--- src/rtl/vram_cpu_port.sv ---
// vram_cpu_port: CPU byte port onto the 32-bit VRAM slave bus, with an auto-stepping byte address.
// Build option: define VRAM_PORT_PREFETCH_EN to keep a prefetched read byte (zero-wait CPU reads).
`timescale 1ns/1ps
module vram_cpu_port #(
    parameter int VRAM_SIZE_BYTES = 131072
) (
    input  logic        clk,
    input  logic        rst_n,
    input  logic        addr_set,
    input  logic [16:0] addr_set_data,
    input  logic [3:0]  incr_sel,
    input  logic        decr,
    input  logic        cpu_rd_strobe,
    input  logic        cpu_wr_strobe,
    input  logic [7:0]  cpu_wrdata,
    output logic [7:0]  cpu_rddata,
    output logic        busy,
    output logic        overrun,
    output logic        bus_strobe,
    input  logic        bus_ack,
    output logic [14:0] bus_addr,
    output logic [31:0] bus_wrdata,
    output logic [3:0]  bus_wrbytesel,
    output logic        bus_write,
    input  logic [31:0] bus_rddata
);

`ifdef VRAM_PORT_PREFETCH_EN
    localparam bit PREFETCH_EN = 1'b1;
`else
    localparam bit PREFETCH_EN = 1'b0;
`endif

    localparam logic [16:0] ADDR_MASK = 17'(VRAM_SIZE_BYTES - 1);

    typedef enum logic [1:0] {
        S_IDLE,
        S_REQ_WRITE,
        S_REQ_READ,
        S_WAIT_DATA
    } state_t;

    state_t      r_state;
    logic [16:0] r_addr;
    logic [9:0]  r_step;
    logic        r_decr;
    logic [7:0]  r_rddata;
    logic        r_busy;
    logic        r_overrun;
    logic        r_bus_strobe;
    logic        r_bus_write;
    logic [14:0] r_bus_addr;
    logic [31:0] r_bus_wrdata;
    logic [3:0]  r_bus_wrbytesel;

    logic [16:0] w_addr_next;
    logic [16:0] w_set_addr;
    logic        w_any_strobe;

    function automatic logic [9:0] step_of(input logic [3:0] sel);
        logic [9:0] w_step;
        case (sel)
            4'd0:    w_step = 10'd0;
            4'd1:    w_step = 10'd1;
            4'd2:    w_step = 10'd2;
            4'd3:    w_step = 10'd4;
            4'd4:    w_step = 10'd8;
            4'd5:    w_step = 10'd16;
            4'd6:    w_step = 10'd32;
            4'd7:    w_step = 10'd64;
            4'd8:    w_step = 10'd128;
            4'd9:    w_step = 10'd256;
            4'd10:   w_step = 10'd512;
            4'd11:   w_step = 10'd40;
            4'd12:   w_step = 10'd80;
            4'd13:   w_step = 10'd160;
            4'd14:   w_step = 10'd320;
            default: w_step = 10'd640;
        endcase
        return w_step;
    endfunction

    // Carry/borrow out of bit 16 is dropped; the mask folds a 64K part onto 16 bits.
    function automatic logic [16:0] advance(input logic [16:0] a, input logic [9:0] s,
                                            input logic d);
        logic [16:0] w_sum;
        w_sum = d ? (a - {7'd0, s}) : (a + {7'd0, s});
        return w_sum & ADDR_MASK;
    endfunction

    function automatic logic [7:0] lane_of(input logic [31:0] w, input logic [1:0] sel);
        logic [7:0] w_byte;
        case (sel)
            2'd0:    w_byte = w[7:0];
            2'd1:    w_byte = w[15:8];
            2'd2:    w_byte = w[23:16];
            default: w_byte = w[31:24];
        endcase
        return w_byte;
    endfunction

    assign w_addr_next  = advance(r_addr, r_step, r_decr);
    assign w_set_addr   = addr_set_data & ADDR_MASK;
    assign w_any_strobe = addr_set | cpu_wr_strobe | cpu_rd_strobe;

    always_ff @(posedge clk or negedge rst_n) begin
        if (!rst_n) begin
            r_state         <= S_IDLE;
            r_addr          <= '0;
            r_step          <= '0;
            r_decr          <= 1'b0;
            r_rddata        <= '0;
            r_busy          <= 1'b0;
            r_overrun       <= 1'b0;
            r_bus_strobe    <= 1'b0;
            r_bus_write     <= 1'b0;
            r_bus_addr      <= '0;
            r_bus_wrdata    <= '0;
            r_bus_wrbytesel <= '0;
        end else begin
            case (r_state)
                S_IDLE: begin
                    // Priority: addr_set, then write, then read; losers are dropped silently.
                    if (addr_set) begin
                        r_addr    <= w_set_addr;
                        r_step    <= step_of(incr_sel);
                        r_decr    <= decr;
                        r_overrun <= 1'b0;
                        if (PREFETCH_EN) begin
                            r_state         <= S_REQ_READ;
                            r_busy          <= 1'b1;
                            r_bus_strobe    <= 1'b1;
                            r_bus_write     <= 1'b0;
                            r_bus_wrbytesel <= 4'b0000;
                            r_bus_addr      <= w_set_addr[16:2];
                        end
                    end else if (cpu_wr_strobe) begin
                        r_state         <= S_REQ_WRITE;
                        r_busy          <= 1'b1;
                        r_bus_strobe    <= 1'b1;
                        r_bus_write     <= 1'b1;
                        r_bus_addr      <= r_addr[16:2];
                        r_bus_wrdata    <= {4{cpu_wrdata}};
                        r_bus_wrbytesel <= 4'b0001 << r_addr[1:0];
                    end else if (cpu_rd_strobe) begin
                        r_state         <= S_REQ_READ;
                        r_busy          <= 1'b1;
                        r_bus_strobe    <= 1'b1;
                        r_bus_write     <= 1'b0;
                        r_bus_wrbytesel <= 4'b0000;
                        if (PREFETCH_EN) begin
                            r_addr     <= w_addr_next;
                            r_bus_addr <= w_addr_next[16:2];
                        end else begin
                            r_bus_addr <= r_addr[16:2];
                        end
                    end
                end

                S_REQ_WRITE: begin
                    if (bus_ack) begin
                        r_addr          <= w_addr_next;
                        r_bus_write     <= 1'b0;
                        r_bus_wrbytesel <= 4'b0000;
                        if (PREFETCH_EN) begin
                            r_state    <= S_REQ_READ;
                            r_bus_addr <= w_addr_next[16:2];
                        end else begin
                            r_state      <= S_IDLE;
                            r_busy       <= 1'b0;
                            r_bus_strobe <= 1'b0;
                        end
                    end
                end

                S_REQ_READ: begin
                    if (bus_ack) begin
                        r_state      <= S_WAIT_DATA;
                        r_bus_strobe <= 1'b0;
                    end
                end

                S_WAIT_DATA: begin
                    // Without prefetch the CPU read consumes this byte, so step past it now.
                    r_rddata <= lane_of(bus_rddata, r_addr[1:0]);
                    if (!PREFETCH_EN) begin
                        r_addr <= w_addr_next;
                    end
                    r_state <= S_IDLE;
                    r_busy  <= 1'b0;
                end

                default: begin
                    r_state      <= S_IDLE;
                    r_busy       <= 1'b0;
                    r_bus_strobe <= 1'b0;
                    r_bus_write  <= 1'b0;
                end
            endcase

            if (r_state != S_IDLE && w_any_strobe) begin
                r_overrun <= 1'b1;
            end
        end
    end

    assign cpu_rddata    = r_rddata;
    assign busy          = r_busy;
    assign overrun       = r_overrun;
    assign bus_strobe    = r_bus_strobe;
    assign bus_write     = r_bus_write;
    assign bus_addr      = r_bus_addr;
    assign bus_wrdata    = r_bus_wrdata;
    assign bus_wrbytesel = r_bus_wrbytesel;

endmodule
--- config.mk ---
export PLATFORM = sky130hd
export DESIGN_NAME = vram_cpu_port
export DESIGN_NICKNAME = d
export VERILOG_FILES = /design/src/rtl/vram_cpu_port.sv
export SDC_FILE = /design/constraint.sdc
export NUM_CORES = 1
export LEC_CHECK = 0
export CAP_MARGIN = 40
export CORE_MARGIN = 2
export CORE_UTILIZATION = 40
export DETAILED_ROUTE_END_ITERATION = 10
export PLACE_DENSITY_LB_ADDON = 0.08
export SYNTH_ARGS = -nofsm -noshare
export SYNTH_HDL_FRONTEND = slang
export SYNTH_SLANG_ARGS = --single-unit
--- constraint.sdc ---
create_clock -name clk -period 2.6 [get_ports clk]
set_input_delay 0.65 -clock clk [delete_from_list [all_inputs] [get_ports clk]]
set_output_delay 0.65 -clock clk [all_outputs]
set_load 0.02 [all_outputs]
==> flow_summary.ini, run 1 <==
[run_status]
outcome = finished with violations
violations = setup timing

[global_route]
busiest_layer = met2
globalRouteTotalUtil = 0.192
antenna_found_initial = 0
grt_pass1_vias = 3692
gr-usage-met3 = 0.0299
grt_pass1_wl_mm = 17.6
grt_max_degree = 70
met1_usage = 0.251
gr-total-overflow = 0
use_met2 = 0.317

[logic_synthesis]
synth_edf_count = 0
synthTopCellsByCount = dfrtp_1, nand2_1, mux2_2
syn_avg_cell_area_sq_um = 9.84
yosys_register_bits = 69
yosys.area.top_type = dfrtp_1
synthCells = 448
seq_area_frac_synth = 0.392
ys.flop_type = dfrtp_1
synthArstFlopShare = 1.00
yosys.cell_types.count = 59
synth_area_leaders = dfrtp_1, mux2_2, ha_1
post-synth-top-count-cell = dfrtp_1
yosys_warnings = 0
syn_area_sq_mm = 0.00441
netlist.area_leader.share = 0.392
synth_nets = 538

[clocking]
cts_buffer_depth = 2
htree_levels = 3
numClockSinks = 69
path_clk_slew_ns = 0.08
cts_buffers = 9
hold_buffers = 0
cts_tree = yes
root_buffer = clkbuf_8
clk_latency_ns = 0.36

[placed_design]
gp_congestion = 0.864
pre_cts_ws_ns = -0.206
hpwlAfterDp_mm = 8.42
io_buffers = 130

[drt]
drc_errors = 0
viasPerCell = 5.08
antenna_left = 0
drt-pass1-iter-count = 4
wl_per_cell_um = 15.1
num_vias = 3858
drt_iter0_drc = 139
finalWirelength_mm = 11.5

[floorplan]
core_sq_mm = 0.0108
pin_count = 131
dieArea_sq_mm = 0.0119
die_w_um = 109
rows = 38
initial_core_util = 0.408
die-height_um = 109

[min_path]
hold_class = in2async

[sta]
post-route-period-util = 1.05
setup_ws_ns = -0.120
hold_viol = 0
fmax_mhz = 368
tightest_slew_ns = 0.574
slew_headroom = 0.617
drv_slew = 0
rsz0062_at_grt = yes
fin_skew_ns = 0.00440
period_needed_ns = 2.72
setup_viol = 5

[setup_path]
path_buf_inv = 1
critical_path_required_ns = 2.83
cp-start-kind = flop
cp.depth = 11
reg2reg_depth = 11
crit_family = compound AO/OA/AOI/OAI gates
critPathArrivalTime_ns = 2.95
cp_max_fo = 4
crit_chain = or4_4 > buf_4 > nor2_8 > a21o_4 > ha_4 > a21oi_2 > o211ai_1 > a311o_1 > o22ai_2 > xor2_1 > o221ai_1
endpoint_kind = flop
cp_slowest_cell = or4_4
critPathMaxStageDelay_ns = 0.53
critPathKind = reg2reg

[finish]
drive_above_1_share = 0.312
fin_nets = 704
diodes = 0
seqCellArea_sq_mm = 0.00173
area_growth_pct = 52.2
fillers = 890
multi_input_area_sq_mm = 0.00263

[flow_run]
cap_violations = 0
## kinds of logic (layout without fill, tap and decap cells)
logic type      count (synthesis)  after routing  share of synthesized area
simple gates                  126            126                      0.135
compound gates                104            104                      0.152
flops                          69             69                      0.392
buf+inv                        60            231                     0.0800
mux                            45             45                      0.134
fa+ha+maj                      22             22                     0.0641
xor+xnor                       22             22                     0.0437
## placed cells by master, fill, tap and decap left out, drive strengths merged, types with 4 or more instances in the layout
master,count
clkdlybuf4s50,129
buf,71
dfrtp,69
nand2,59
mux2,32
nor2,31
a21oi,31
o21ai,30
ha,21
xnor2,16
inv,15
clkbuf,11
a21o,10
nor3,9
mux4,8
xor2,6
nand2b,5
mux2i,5
nand3,5
o31ai,4
o221ai,4
## sequential cells by signal, summed over array words and instances, names as in the netlist
register       count
r_step            10
bus_addr          15
bus_wrbytesel      4
cpu_rddata         8
r_state            2
bus_write          1
bus_strobe         1
busy               1
r_decr             1
bus_wrdata         8
r_addr            17
overrun            1
## area by class of cell
type,instances,area share
Clock inverter,5,0.0159
Inverter,15,0.00839
Multi-Input combinational cell,319,0.393
Timing Repair Buffer,200,0.277
Tap cell,140,0.0261
Sequential cell,69,0.258
Clock buffer,11,0.0226
## worst register-to-register path, cell delays in order, from the launching register on
cell      delay (ns)
dfrtp_1         0.38
or4_4           0.53
buf_4           0.17
nor2_8          0.10
a21o_4          0.14
ha_4            0.20
a21oi_2         0.20
o211ai_1        0.15
a311o_1         0.35
o22ai_2         0.11
xor2_1          0.16
o221ai_1        0.11
## path summary, 6_finish.rpt
| path | startpoint | to | slack, ns |
|---|---|---|---|
| min | rst_n | cpu_rddata[0] | 0.31 |
| min reg2reg | bus_write | bus_write | 0.48 |
| min in group clk | bus_write | bus_write | 0.48 |
| max reg2reg | r_step[8] | r_addr[15] | -0.12 |
| max in group asynchronous | rst_n | r_decr | 1.99 |
| max | r_step[8] | r_addr[15] | -0.12 |
## through the flow
step,hold WS [ns],setup TNS [ns],area [sq um],utilization,cells
floorplan,0.354,-0.205,4410,-,448
global placement,0.462,-0.722,6040,0.559,732
detailed placement,0.470,-0.887,6040,0.559,732
CTS,0.328,-0.464,6370,0.590,751
global route,0.338,-1.36,6710,0.621,759
finish,0.307,-0.307,6710,0.621,759
## repair_timing
item	in CTS	in global routing
pin swaps	11	38
buffers inserted	3	10
gates cloned	0	0
gates resized for setup	14	64
endpoints found under the setup margin	8	12
## metal layers
metal	up-vias	share of wire
met2	100	0.47
li1	1899	-
met1	1844	0.45
met3	15	0.061
met4	0	0.019
met5	-	0
Power of run 1 is left out: the tool's default activity adds up to more than one toggle a clock period on the data nets, which glitch-free logic cannot reach.
==> inputs of run 2 (changes only) <==
--- a/config.mk
+++ b/config.mk
@@ -10,6 +10,7 @@
 export CORE_UTILIZATION = 40
 export DETAILED_ROUTE_END_ITERATION = 10
 export PLACE_DENSITY_LB_ADDON = 0.08
+export SLEW_MARGIN = 15
 export SYNTH_ARGS = -nofsm -noshare
 export SYNTH_HDL_FRONTEND = slang
 export SYNTH_SLANG_ARGS = --single-unit
==> results of run 2 <==
Same layout as run 1: the final DEF is identical, and so are final timing and power.
Power of run 2 is left out for the same reason.
==> inputs of run 3 (changes only) <==
--- a/config.mk
+++ b/config.mk
@@ -5,7 +5,8 @@
 export SDC_FILE = /design/constraint.sdc
 export NUM_CORES = 1
 export LEC_CHECK = 0
-export CAP_MARGIN = 40
+export CAP_MARGIN = 20
+export CORE_ASPECT_RATIO = 1.1
 export CORE_MARGIN = 2
 export CORE_UTILIZATION = 40
 export DETAILED_ROUTE_END_ITERATION = 10
==> run 3 against run 2 <==
  * Fmax rose by 0.83%
  * Critical path depth stayed put
  * Cell area down 1.3%
  * Die area about the same
  * Final cell count rose by 0.26%
  * The flow still finishes with violations (setup timing)
  * Global-route usage grew 0.56 points
  * Critical endpoint unchanged
  * Largest cell class unchanged
==> flow_summary.ini, run 3 (synthesis results as in run 1) <==
[run_status]
outcome = finished with violations
violations = setup timing

[global_route]
grt_max_degree = 51
globalRouteTotalUtil = 0.197
grt_pass1_vias = 3908
grt_pass1_wl_mm = 18.9
gr-total-overflow = 0
antenna_found_initial = 0

[setup_path]
rrSetupSlack_ns = -0.1
crit_chain = or4_4 > buf_4 > nor2_8 > a21o_2 > ha_1 > a21oi_1 > o211ai_1 > a311o_1 > o22ai_2 > xor2_1 > o221ai_1
crit_family = compound AO/OA/AOI/OAI gates
critPathArrivalTime_ns = 2.90
path_buf_inv = 1
cp-start-kind = flop
critPathMaxStageDelay_ns = 0.53
critPathKind = reg2reg
reg2reg_depth = 11
endpoint_kind = flop
cp.depth = 11
cp_max_fo = 5
cp_slowest_cell = or4_4
critical_path_required_ns = 2.80

[sta]
drv_slew = 0
hold_viol = 0
tightest_slew_ns = 0.557
period_needed_ns = 2.70
rsz0062_at_grt = yes
setup_ws_ns = -0.0979
post-route-period-util = 1.04
slew_headroom = 0.628
hold_slack_ns = 0.271
fin_skew_ns = 0.0101
fmax_mhz = 371
setup_viol = 6

[clocking]
hold_buffers = 0
path_clk_slew_ns = 0.06
cts_buffer_depth = 2
clk_latency_ns = 0.33
htree_levels = 3
numClockSinks = 69
cts_tree = yes
cts_buffers = 9
root_buffer = clkbuf_16

[finish]
largest_reg_flops = 17
diodes = 0
mostFrequentLayoutCells = clkdlybuf4s50_1, dfrtp_1, buf_4
drive_above_1_share = 0.280
area_growth_pct = 50.2
final_common_cell = clkdlybuf4s50_1
top_register = r_addr
fin_nets = 699

[floorplan]
core_sq_mm = 0.0108
rows = 40
die_w_um = 104
pin_count = 131
initial_core_util = 0.408
die-height_um = 114
dieArea_sq_mm = 0.0119

[min_path]
hold_class = in2async

[placed_design]
io_buffers = 130
hpwlAfterDp_mm = 8.73
gp_congestion = 0.893
pre_cts_ws_ns = -0.223

[drt]
drt_iter0_drc = 114
antenna_left = 0
finalWirelength_mm = 11.6
drt-pass1-iter-count = 4
drc_errors = 0
wl_per_cell_um = 15.2
num_vias = 3875
viasPerCell = 5.09

[flow_run]
cap_violations = 0
run 3: through the flow:
| stage | setup TNS (ns) | instances | instance area [sq um] | utilization |
|---|---|---|---|---|
| after CTS | -0.384 | 756 | 6450 | 0.597 |
| after global routing | -1.24 | 761 | 6620 | 0.613 |
| after global placement | -0.433 | 731 | 5990 | 0.554 |
| after floorplan | -0.205 | 448 | 4410 | - |
| final | -0.255 | 761 | 6620 | 0.613 |
| after detailed placement | -0.817 | 731 | 5990 | 0.554 |
run 3: worst paths after layout:
path,from,end
worst max-delay path,r_step[8],r_addr[15]
worst min-delay path,rst_n,cpu_rddata[1]
worst max register to register,r_step[8],r_addr[15]
worst min register to register,bus_write,bus_write
max in group asynchronous,rst_n,r_addr[16]
min in group clk,bus_write,bus_write
run 3: metal layers:
metal / global-route usage / share of wire / up-vias
li1: - / - / 1895
met5: 0 / 0 / -
met4: 0.0784 / 0.020 / 0
met1: 0.244 / 0.44 / 1842
met3: 0.0410 / 0.056 / 24
met2: 0.341 / 0.49 / 114
run 3: area by class of cell:
type,instances,area [sq um]
fillers,942,4190
multi-input cells,319,2530
repair buffers,195,1820
flip-flops and latches,69,1730
clock buffers,10,239
well taps,147,184
clock inverters,6,68.8
inverters,15,56.3
run 3: repair_timing:
item,4_1_cts,5_1_grt
endpoints found under the setup margin,9,10
pin swaps,24,22
endpoints found under the hold margin,0,0
buffers inserted,9,5
gates resized for setup,26,31
Power of run 3 is left out for the same reason.
